===== src/rtl/interrupt_controller.sv =====
`timescale 1ns/1ps
// Fixed-priority interrupt sequencer: masks pending sources, requests the CPU,
// issues a one-cycle clear to the pending register and waits for handler return.
module interrupt_controller #(
    parameter logic [7:0]  MASK_RESET = 8'hFF,
    parameter int unsigned TIMEOUT    = 16
) (
    input  logic       CLK,
    input  logic       RST,
    input  logic [7:0] Pending,
    input  logic       Int_En,
    input  logic       Mask_WE,
    input  logic [7:0] Mask_In,
    input  logic       Int_Ack,
    input  logic       Int_Done,
    output logic       Int_Req,
    output logic [2:0] Int_Vector,
    output logic [3:0] CLR,
    output logic       Busy,
    output logic [7:0] Mask_Out,
    output logic       Timeout_Flag
);

    typedef enum logic [1:0] {
        ST_IDLE,
        ST_REQ,
        ST_CLEAR,
        ST_SERVICE
    } state_t;

    localparam logic [7:0] CNT_LAST = 8'(TIMEOUT - 1);

    state_t     state_q, state_d;
    logic [7:0] cnt_q, cnt_d;
    logic       req_q, req_d;
    logic [2:0] vec_q, vec_d;
    logic [3:0] clr_q, clr_d;
    logic       busy_q, busy_d;
    logic [7:0] mask_q, mask_d;
    logic       tflag_q, tflag_d;

    logic [7:0] qual;
    logic [2:0] winner;

    assign qual = Pending & mask_q;

    // Scan from the top so the lowest set index is the last one written.
    always_comb begin
        winner = 3'd0;
        for (int i = 7; i >= 0; i--) begin
            if (qual[i]) begin
                winner = 3'(i);
            end
        end
    end

    always_comb begin
        state_d = state_q;
        cnt_d   = cnt_q;
        req_d   = req_q;
        vec_d   = vec_q;
        clr_d   = clr_q;
        busy_d  = busy_q;
        tflag_d = tflag_q;
        mask_d  = Mask_WE ? Mask_In : mask_q;

        unique case (state_q)
            ST_IDLE: begin
                if (Int_En && (qual != 8'h00)) begin
                    state_d = ST_REQ;
                    vec_d   = winner;
                    req_d   = 1'b1;
                    busy_d  = 1'b1;
                    cnt_d   = 8'd0;
                end
            end
            ST_REQ: begin
                // An acknowledge on the expiry cycle still wins over the timeout.
                if (Int_Ack) begin
                    state_d = ST_CLEAR;
                    req_d   = 1'b0;
                    clr_d   = {1'b1, vec_q};
                end else if (cnt_q == CNT_LAST) begin
                    state_d = ST_IDLE;
                    req_d   = 1'b0;
                    busy_d  = 1'b0;
                    tflag_d = 1'b1;
                end else begin
                    cnt_d = cnt_q + 8'd1;
                end
            end
            ST_CLEAR: begin
                state_d = ST_SERVICE;
                clr_d   = 4'b0000;
            end
            ST_SERVICE: begin
                if (Int_Done) begin
                    state_d = ST_IDLE;
                    busy_d  = 1'b0;
                end
            end
            default: begin
                state_d = ST_IDLE;
            end
        endcase
    end

    always_ff @(posedge CLK) begin
        if (RST) begin
            state_q <= ST_IDLE;
            cnt_q   <= 8'd0;
            req_q   <= 1'b0;
            vec_q   <= 3'd0;
            clr_q   <= 4'b0000;
            busy_q  <= 1'b0;
            mask_q  <= MASK_RESET;
            tflag_q <= 1'b0;
        end else begin
            state_q <= state_d;
            cnt_q   <= cnt_d;
            req_q   <= req_d;
            vec_q   <= vec_d;
            clr_q   <= clr_d;
            busy_q  <= busy_d;
            mask_q  <= mask_d;
            tflag_q <= tflag_d;
        end
    end

    assign Int_Req      = req_q;
    assign Int_Vector   = vec_q;
    assign CLR          = clr_q;
    assign Busy         = busy_q;
    assign Mask_Out     = mask_q;
    assign Timeout_Flag = tflag_q;

endmodule


===== config.mk =====
export PLATFORM = sky130hd
export DESIGN_NAME = interrupt_controller
export DESIGN_NICKNAME = d
export VERILOG_FILES = /design/src/rtl/interrupt_controller.sv
export SDC_FILE = /design/constraint.sdc
export NUM_CORES = 1
export LEC_CHECK = 0
export BUFFER_PORTS_ARGS = -buffer_cell sky130_fd_sc_hd__clkbuf_2
export CAP_MARGIN = 15
export CORE_ASPECT_RATIO = 2
export CORE_UTILIZATION = 51
export CTS_CLUSTER_DIAMETER = 150
export DETAILED_ROUTE_END_ITERATION = 10
export HOLD_SLACK_MARGIN = 0.06
export PLACE_DENSITY_LB_ADDON = 0.1
export SLEW_MARGIN = 20
export SYNTH_ARGS = -nofsm -noshare
export SYNTH_HDL_FRONTEND = slang
export SYNTH_SLANG_ARGS = --single-unit

===== constraint.sdc =====
create_clock -name CLK -period 2.15 [get_ports CLK]
set_clock_uncertainty 0.1 [all_clocks]
set_input_delay 0.43 -clock CLK [delete_from_list [all_inputs] [get_ports CLK]]
set_output_delay 0.43 -clock CLK [all_outputs]
set_load 0.05 [all_outputs]

; Word level (Yosys, flattened, before mapping)
; Cells that the tools add are included.
[word_totals]
ff_bits = 28
input_bits = 22
out_inout_bits = 18
wordCells = 61
[classes]
addsub = 1
n_eq_ne = 11
muxes = 26
n_bitwise = 2
n_reduce_logical = 13
[ops]
columns = cell, n
row1 = $mux W3, 8
row2 = $mux W8, 3
row3 = $pmux W8 S2, 1
row4 = $ne A2 B2 Y1 const B, 6
row5 = $reduce_and A3 Y1, 3
row6 = $add A8 B1 Y8 const B, 1
row7 = $and A8 B8 Y8, 1
row8 = $eq A8 B4 Y1 const B, 1
row9 = $mux W2, 4
row10 = $pmux W2 S4, 1
row11 = $pmux W4 S2, 1
row12 = $reduce_bool A8 Y1, 1
row13 = $mux W1, 5
row14 = $reduce_and A5 Y1, 1
row15 = $eq A2 B2 Y1 const B, 2
row16 = $mux W4, 1
row17 = $reduce_and A2 Y1, 2
row18 = $reduce_and A4 Y1, 1
row19 = $reduce_bool A2 Y1, 2
row20 = $ne A3 B3 Y1 const B, 1
row21 = $pmux W1 S3, 1
row22 = $reduce_bool A3 Y1, 1
row23 = $eq A2 B1 Y1 const B, 1
row24 = $logic_not A2 Y1, 1
row25 = 3 further kinds, 3

; Longest topological paths before layout
; Gate-level depths: netlist (run 1).
[logic_depth]
depth_word = 9
depth_mapped = 7
ltp_nobuf = 7

; Worst setup path before layout (run 1)
; No wires, ideal clock.
[synth_timing]
kind = reg-to-reg
startpoint = reg mask_q[6] (netlist: Mask_Out[6])
endpoint = reg busy_q (netlist: Busy)
setup_ns = 0.070
t_arrival_ns = 1.694
required_time_ns = 1.980
slack_ns = 0.286
path_stages_with_launch = 6
n_path_buf = 0
period_less_slack_ns = 1.864
cell_sequence = dfxtp_1 -> a22oi_1 -> nand4_1 -> a21boi_2 -> or4_1 -> a21oi_1
[synth_via]
elab_chain_len = 5
[synth_lines]
columns = element, line
row1 = start: declaration, 39  ; logic [7:0] mask_q, mask_d;
row2 = start signal: assignment, 125  ; mask_q <= mask_d;
row3 = $and A8 B8 Y8, 45  ; assign qual = Pending & mask_q;
row4 = $reduce_bool A8 Y1, 69  ; if (Int_En && (qual != 8'h00)) begin
row5 = $logic_and A1 B1 Y1, 69
row6 = $ne A2 B2 Y1 (no line), --
row7 = $reduce_and A5 Y1 (no line), --
row8 = end signal: assignment, 124  ; busy_q <= busy_d;
row9 = end: declaration, 38  ; logic busy_q, busy_d;
; No other way between the ends.
; A chain may end at the register's enable or synchronous reset.

; Final worst setup path (run 1)
[layout_timing]
startpoint = reg state_q[0]
endpoint = reg cnt_q[3]
[layout_via]
elab_chain_len = 3
elab_cells_between_ends = 8
classes_between = 4 x eq/ne / 1 x mux / 3 x reduce/logical
[layout_lines]
columns = element, line
row1 = start: declaration, 33  ; state_t state_q, state_d;
row2 = start signal: assignment, 119  ; state_q <= state_d;
row3 = $eq A2 B1 Y1 / $logic_not A2 Y1 (equally long branches), 67  ; unique case (state_q)
row4 = $ne A2 B2 Y1 (no line) / $reduce_bool A2 Y1 (equally long branches), --
row5 = $reduce_and A4 Y1 (no line), --
row6 = end signal: assignment, 120  ; cnt_q <= cnt_d;
row7 = end: declaration, 34  ; logic [7:0] cnt_q, cnt_d;
; Several ways; a longest one is shown, not always the timed one.

==> results.txt, run 1 <==
----------------------------------------------------
[Run status]
  Run status ... finished, final reports clean

[Place]
  Placed instance count ... 230
  Estimated wirelength of the detail-placed design ... 2870 um
  Last weighted congestion value of the routability-driven placer ... 0.726
  Place WS ... roughly 180 ps
  Port bufs ... 39

[Timing]
  Minimum setup slack in the final design ... 228 ps
  Tightest Pin Transition ... between 400 and 500 ps
  Worst slew margin relative to its limit ... 0.716
  Final setup vio count ... 0
  Pins over their slew limit ... 0
  Share of the clock period used by the worst path after layout ... 0.894
  Post-route minimum period ... between 1500 and 2000 ps
  Setup TNS ... 0 ps
  Unrepaired setup endpoints after global routing ... no
  Max Clock Freq ... ~0.52 GHz
  Count of final hold-check violations ... 0

[Worst setup path]
  Crit-path max FO ... 9
  RR Endpoint ... cnt_q[3]
  Data arrival time of the critical path ... 2000 ps
  Nature of the critical path endpoint ... flop
  Slack of the worst reg-to-reg path ... 230 ps
  Crit start category ... flop
  Reg-to-reg startpoint ... state_q[0]
  Required arrival time at the worst endpoint ... 2220 ps
  Number of cells on the worst reg-to-reg path ... 5
  Startpoint-to-endpoint class of the critical path ... reg -> reg

[Logic synthesis]
  Post-synthesis cell area ... 1460 um^2
  Fraction of synthesized cell area taken by the top area cell type ... 0.385
  Mean cell area of the mapped netlist ... 8.83 um^2
  Number of flops mapped to enable cells by yosys ... 0
  Cell types with the largest area share after synthesis ... sky130_fd_sc_hd__dfxtp_1 (38%), sky130_fd_sc_hd__mux2i_1 (5.5%), sky130_fd_sc_hd__nand2_1 (5.4%), sky130_fd_sc_hd__ha_1 (5.2%), sky130_fd_sc_hd__a21oi_1 (4.5%)
  Dominant cell type by area after synthesis ... sky130_fd_sc_hd__dfxtp_1
  Warnings, synthesis ... 0
  Async set or reset register ratio after synthesis ... 0
  Xor/xnor share of the synthesized area ... 0
  Synth Area in Simple Gates ... 0.202
  Synthesized instance count ... 165
  Combinational family with the most area after synthesis ... compound AO/OA/AOI/OAI gates
  Proportion of synthesized area in mux cells ... 0.0549
  Netlist cell types ... 42
  Synthesized net count ... between 150 and 200
  Post-synthesis sequential element count ... 28
  Adder and majority gate portion of the synthesized area ... 0.0515
  Leading register cell type out of synthesis ... sky130_fd_sc_hd__dfxtp_1
  Synth Area in Compound Gates ... 0.252
  Share of the yosys chip area belonging to registers ... 0.385

[CTS]
  H-Tree Depth ... 1
  Clock-pin slew of the registers on the worst-case setup and hold paths ... 90 ps
  TritonCTS clock tree ... yes
  Maximum buffer depth of the clock tree ... 2
  Number of clock sinks seen by CTS ... 28
  Number of buffers added to fix hold violations after cts ... 0
  Total CTS buffers ... 3
  Worst-Skew Late Latency ... between 200 and 300 ps
  Clock root buffer ... sky130_fd_sc_hd__clkbuf_8

[Floorplan]
  Placeable core area ... 2740 um^2
  Height of the die ... between 70 and 80 um
  Die area ... 3090 um^2
  Die boundary width ... 39.8 um
  Effective utilization at floorplan ... 0.533
  Number of rows in the core area ... 27
  I/O Pins ... 40

[Global routing]
  Met3 usage in global routing ... 0.0314
  GRT Max-Usage Layer ... met2
  Initial antenna violation count ... 0
  Overflow left after global routing ... 0
  Vias in the first global route ... 1425
  Met1 Use GR ... 0.255
  Overall track demand over capacity in global routing ... 0.261
  Met2 usage in global routing ... 0.484
  Pin count of the biggest net entering global routing ... 16
  Wire length of the first global-routing pass ... 5870 um

[Layout]
  Share of cells above drive strength 1 ... 0.263
  Final antenna diode count ... 0
  Most common library cell in the layout ignoring fill and taps ... sky130_fd_sc_hd__clkbuf_2
  Most used cells in the layout excluding fill and tap cells ... sky130_fd_sc_hd__clkbuf_2 (39), sky130_fd_sc_hd__dfxtp_1 (28), sky130_fd_sc_hd__nand2_1 (21)
  Area growth from synthesis to layout ... 17.7%
  Final Instance Count excl. Fillers ... 234
  Final nets ... 234

[Route]
  Routed length per placed instance ... 15.4 um
  Residual antenna-violating net count after detailed routing ... 0
  Remaining routing DRC violations ... 0
  Length of the first detailed-routing pass in iterations ... 4
  Detail-routed via count per cell ... 6.14
  Violation count after the first detailed-routing iteration ... 43
  Total routed wirelength ... 3600 um
  Total number of vias ... 1437

[Worst hold path]
  Hold EP ... Mask_Out[6]
  Worst hold start ... Mask_In[6]
  Cell depth of the worst hold path ... 3
  Worst Hold Class ... in -> reg

[Power and ir drop]
  Peak supply drop ... 0.000499 V
  Leakage power summed over all cells ... 0.754 nW
  PwrDens ... 722 nW/um^2

[Job]
  Max Cap Violations ... 0

----------------------------------------------------
-- cells by family after synthesis --
family / Yosys count
AOI/OAI and AO/OA: 52
adders and majority gates: 6
buffers and inverters: 13
DFF: 28
muxes: 8
and+or+nand+nor: 58
-- metal layers --
layer	part of all wire	vias to the layer above
met5	0	-
met4	0.025	0
met3	0.027	9
met2	0.58	40
met1	0.36	695
li1	-	693
-- critical path, cell delays in order, from the launching register on --
cell	delay (ps)
sky130_fd_sc_hd__dfxtp_1	420
sky130_fd_sc_hd__inv_1	120
sky130_fd_sc_hd__ha_1	270
sky130_fd_sc_hd__a21bo_1	360
sky130_fd_sc_hd__nand3_1	220
sky130_fd_sc_hd__o41ai_1	330
-- synthesized netlist by cell type, types with 2 or more instances --
library cell and instances:
sky130_fd_sc_hd__dfxtp_1 28, sky130_fd_sc_hd__nand2_1 21, sky130_fd_sc_hd__a21oi_1 13, sky130_fd_sc_hd__nor2_1 12, sky130_fd_sc_hd__mux2i_1 8, sky130_fd_sc_hd__o21ai_0 8, sky130_fd_sc_hd__inv_1 7, sky130_fd_sc_hd__a22oi_1 6
sky130_fd_sc_hd__ha_1 6, sky130_fd_sc_hd__nand3_1 5, sky130_fd_sc_hd__nor3_1 4, sky130_fd_sc_hd__o31ai_1 4, sky130_fd_sc_hd__a41oi_1 3, sky130_fd_sc_hd__nand4_1 3, sky130_fd_sc_hd__nor2b_1 3, sky130_fd_sc_hd__o211ai_1 3
sky130_fd_sc_hd__a22oi_2 2, sky130_fd_sc_hd__a31oi_1 2, sky130_fd_sc_hd__clkbuf_1 2, sky130_fd_sc_hd__clkbuf_8 2, sky130_fd_sc_hd__o41ai_1 2
-- stage by stage --
stage                     hold slack (ps)  power [mW]  cell area (um^2)  utilization
final                                 270        1.24              1720        0.627
after global routing                  279        1.29              1720        0.627
after CTS                             269        1.24              1710        0.626
after detailed placement              363       0.923              1660        0.606
after global placement                355       0.915              1660        0.606
after floorplan                       373       0.840              1460            -
-- registers in the layout, summed over array words and instances, names as in the netlist, named ones only --
register and cells:
Int_Req 1, Timeout_Flag 1, state_q 1, Busy 1, Mask_Out 8, Int_Vector 3
CLR 4, cnt_q 8
-- report_power, final --
group          total, mW  switching (mW)  leakage [nW]  internal, mW
logic              0.339           0.227         0.497         0.112
registers          0.576          0.0274         0.229         0.549
clock network      0.323           0.159        0.0288         0.164
total               1.24           0.414         0.754         0.824
-- worst max path at each step --
stage           startpoint        to  slack, ps  depth (start not counted)
6_report        state_q[0]  cnt_q[3]        230                          5
5_1_grt         state_q[0]  cnt_q[6]         90                          7
4_1_cts               flop      flop        160                          7
3_5_place_dp          flop      flop        180                          7
3_3_place_gp          flop      flop        270                          7
2_1_floorplan  Mask_Out[6]      Busy        290                          5
-- layout make-up --
type / count / area (um^2)
multi-input combinational: 124 / 820
sequential: 28 / 561
fill: 256 / 1020
clock buffer: 4 / 55.1
inverter: 7 / 26.3
timing repair buffer: 42 / 218
tap: 29 / 36.3
-- what timing repair did --
action                                  4_1_cts  5_1_grt
endpoints found under the setup margin        0        1
setup buffers                                 0        0
gates resized for setup                       0        1
Note: power is estimated with default switching activity, not from simulation.
==> inputs of run 2 (changes only) <==
PLACE_DENSITY = 0.85   (was default)
PLACE_DENSITY_LB_ADDON = default   (was 0.1)
==> results.txt, run 2 (synthesis gave the netlist of run 1 again) <==
----------------------------------------------------
[Route]
  Detail-routed via count per cell ... 6.03 (was 6.14)
  Total routed wirelength ... 3650 um (was 3600 um)
  Residual antenna-violating net count after detailed routing ... 0 (unchanged)
  Violation count after the first detailed-routing iteration ... 64 (was 43)
  Routed length per placed instance ... 15.6 um (was 15.4 um)
  Length of the first detailed-routing pass in iterations ... 4 (unchanged)
  Total number of vias ... 1411 (was 1437)
  Remaining routing DRC violations ... 0 (unchanged)

[Floorplan]
  I/O Pins ... 40 (unchanged)
  Die area ... 3090 um^2 (unchanged)
  Die boundary width ... 39.8 um (unchanged)
  Placeable core area ... 2740 um^2 (unchanged)
  Effective utilization at floorplan ... 0.533 (unchanged)
  Height of the die ... 77.6 um (unchanged)
  Number of rows in the core area ... 27 (unchanged)

[CTS]
  Clock root buffer ... sky130_fd_sc_hd__clkbuf_8 (unchanged)
  Worst-Skew Late Latency ... 280 ps (was 270 ps)
  H-Tree Depth ... 1 (unchanged)
  Total CTS buffers ... 3 (unchanged)
  Count of buffers added by post-CTS timing repair for setup ... 0 (unchanged)
  Maximum buffer depth of the clock tree ... 2 (unchanged)
  Clock-pin slew of the registers on the worst-case setup and hold paths ... 90 ps (about the same)
  Number of clock sinks seen by CTS ... 28 (unchanged)
  TritonCTS clock tree ... yes (unchanged)

[Worst setup path]
  Crit start category ... flop (unchanged)
  Required arrival time at the worst endpoint ... 2230 ps (was 2220 ps)
  Nature of the critical path endpoint ... flop (unchanged)
  Startpoint-to-endpoint class of the critical path ... reg -> reg (unchanged)
  Data arrival time of the critical path ... 2070 ps (was 2000 ps)
  Crit-path max FO ... 9 (unchanged)

[Power and ir drop]
  PwrDens ... 708 nW/um^2 (was 722 nW/um^2)
  Leakage power summed over all cells ... 0.752 nW (was 0.754 nW)
  Peak supply drop ... 0.000404 V (was 0.000499 V)
  Design Power ... 1.21 mW (was 1.24 mW)

[Timing]
  Worst hold slack ... 264 ps (was 270 ps)
  Share of the clock period used by the worst path after layout ... 0.927 (was 0.894)
  Post-route minimum period ... 1990 ps (was 1920 ps)
  Setup TNS ... 0 ps (unchanged)
  Max Clock Freq ... 0.502 GHz (was 0.520 GHz)
  Tightest Pin Transition ... 383 ps (was 423 ps)
  Worst slew margin relative to its limit ... 0.744 (was 0.716)
  Final setup vio count ... 0 (unchanged)
  Unrepaired setup endpoints after global routing ... no (unchanged)
  Count of final hold-check violations ... 0 (unchanged)
  Pins over their slew limit ... 0 (unchanged)

[Place]
  Last weighted congestion value of the routability-driven placer ... 0.838 (was 0.726)
  Estimated wirelength of the detail-placed design ... 2870 um (about the same)
  Port bufs ... 39 (unchanged)

[Layout]
  Final antenna diode count ... 0 (unchanged)
  Area growth from synthesis to layout ... 17.3% (was 17.7%)
  Most used cells in the layout excluding fill and tap cells ... sky130_fd_sc_hd__clkbuf_2 (39), sky130_fd_sc_hd__dfxtp_1 (28), sky130_fd_sc_hd__nand2_1 (21) (unchanged)
  Final nets ... 235 (was 234)
  Most common library cell in the layout ignoring fill and taps ... sky130_fd_sc_hd__clkbuf_2 (unchanged)
  Share of cells above drive strength 1 ... 0.263 (unchanged)

[Global routing]
  Pin count of the biggest net entering global routing ... 19 (was 16)
  Overflow left after global routing ... 0 (unchanged)
  Vias in the first global route ... 1414 (was 1425)
  Wire length of the first global-routing pass ... 5870 um (unchanged)
  Overall track demand over capacity in global routing ... 0.264 (was 0.261)
  Initial antenna violation count ... 0 (unchanged)

[Job]
  Max Cap Violations ... 0 (unchanged)

[Worst hold path]
  Worst Hold Class ... in -> reg (unchanged)

[Run status]
  Run status ... finished, final reports clean (unchanged)

----------------------------------------------------
==> run 2: cell types whose count changed in the layout (fill, tap and decap cells not counted) <==
cell / delta
sky130_fd_sc_hd__buf_4: +1
sky130_fd_sc_hd__clkbuf_8: -1
==> run 2: worst paths after layout <==
kind / start / endpoint / slack, ps / depth (start not counted)
setup reg to reg: state_q[0] / cnt_q[3] / 160 / 5
hold / removal: Mask_In[2] / Mask_Out[2] / 260 / 3
hold reg to reg: Busy / Busy / 370 / 2
setup / recovery: state_q[0] / cnt_q[3] / 160 / 5
==> run 2: metal layers <==
metal | track usage | routed length, um
met5 | 0 | 0
met4 | 0.145 | 157
met3 | 0.0257 | 169
met2 | 0.482 | 2030
met1 | 0.257 | 1290
==> run 2: metrics by stage <==
step,util,instances,worst slack (ps),instance area [um^2]
finish,0.625,234,158,1710
global route,0.625,234,84.8,1710
CTS,0.624,234,108,1710
detailed placement,0.609,231,159,1670
global placement,0.609,231,199,1670
floorplan,-,165,286,1460
==> run 2: layout make-up <==
cell class	instances	area, um^2
flip-flops and latches	28	561
multi-input cells	124	820
clock buffers	3	41.3
fillers	250	1030
inverters	7	26.3
repair buffers	43	225
well taps	29	36.3
==> run 2: worst max-delay path, cell delays in order, from the launching register on <==
cell and delay, ps:
sky130_fd_sc_hd__dfxtp_1 440, sky130_fd_sc_hd__inv_1 140, sky130_fd_sc_hd__ha_1 270, sky130_fd_sc_hd__a21bo_1 370, sky130_fd_sc_hd__nand3_1 220, sky130_fd_sc_hd__o41ai_1 350
==> run 2: power by group <==
part / internal, mW / switching [mW] / total, mW
Combinational: 0.114 / 0.234 / 0.348
Clock: 0.126 / 0.159 / 0.285
Sequential: 0.549 / 0.0283 / 0.577
==> run 2: timing repair <==
item / 4_1_cts / 5_1_grt
endpoints found under the hold margin: 0 / 0
hold buffers: 0 / 0
endpoints found under the setup margin: 0 / 1
gates resized for setup: 0 / 1
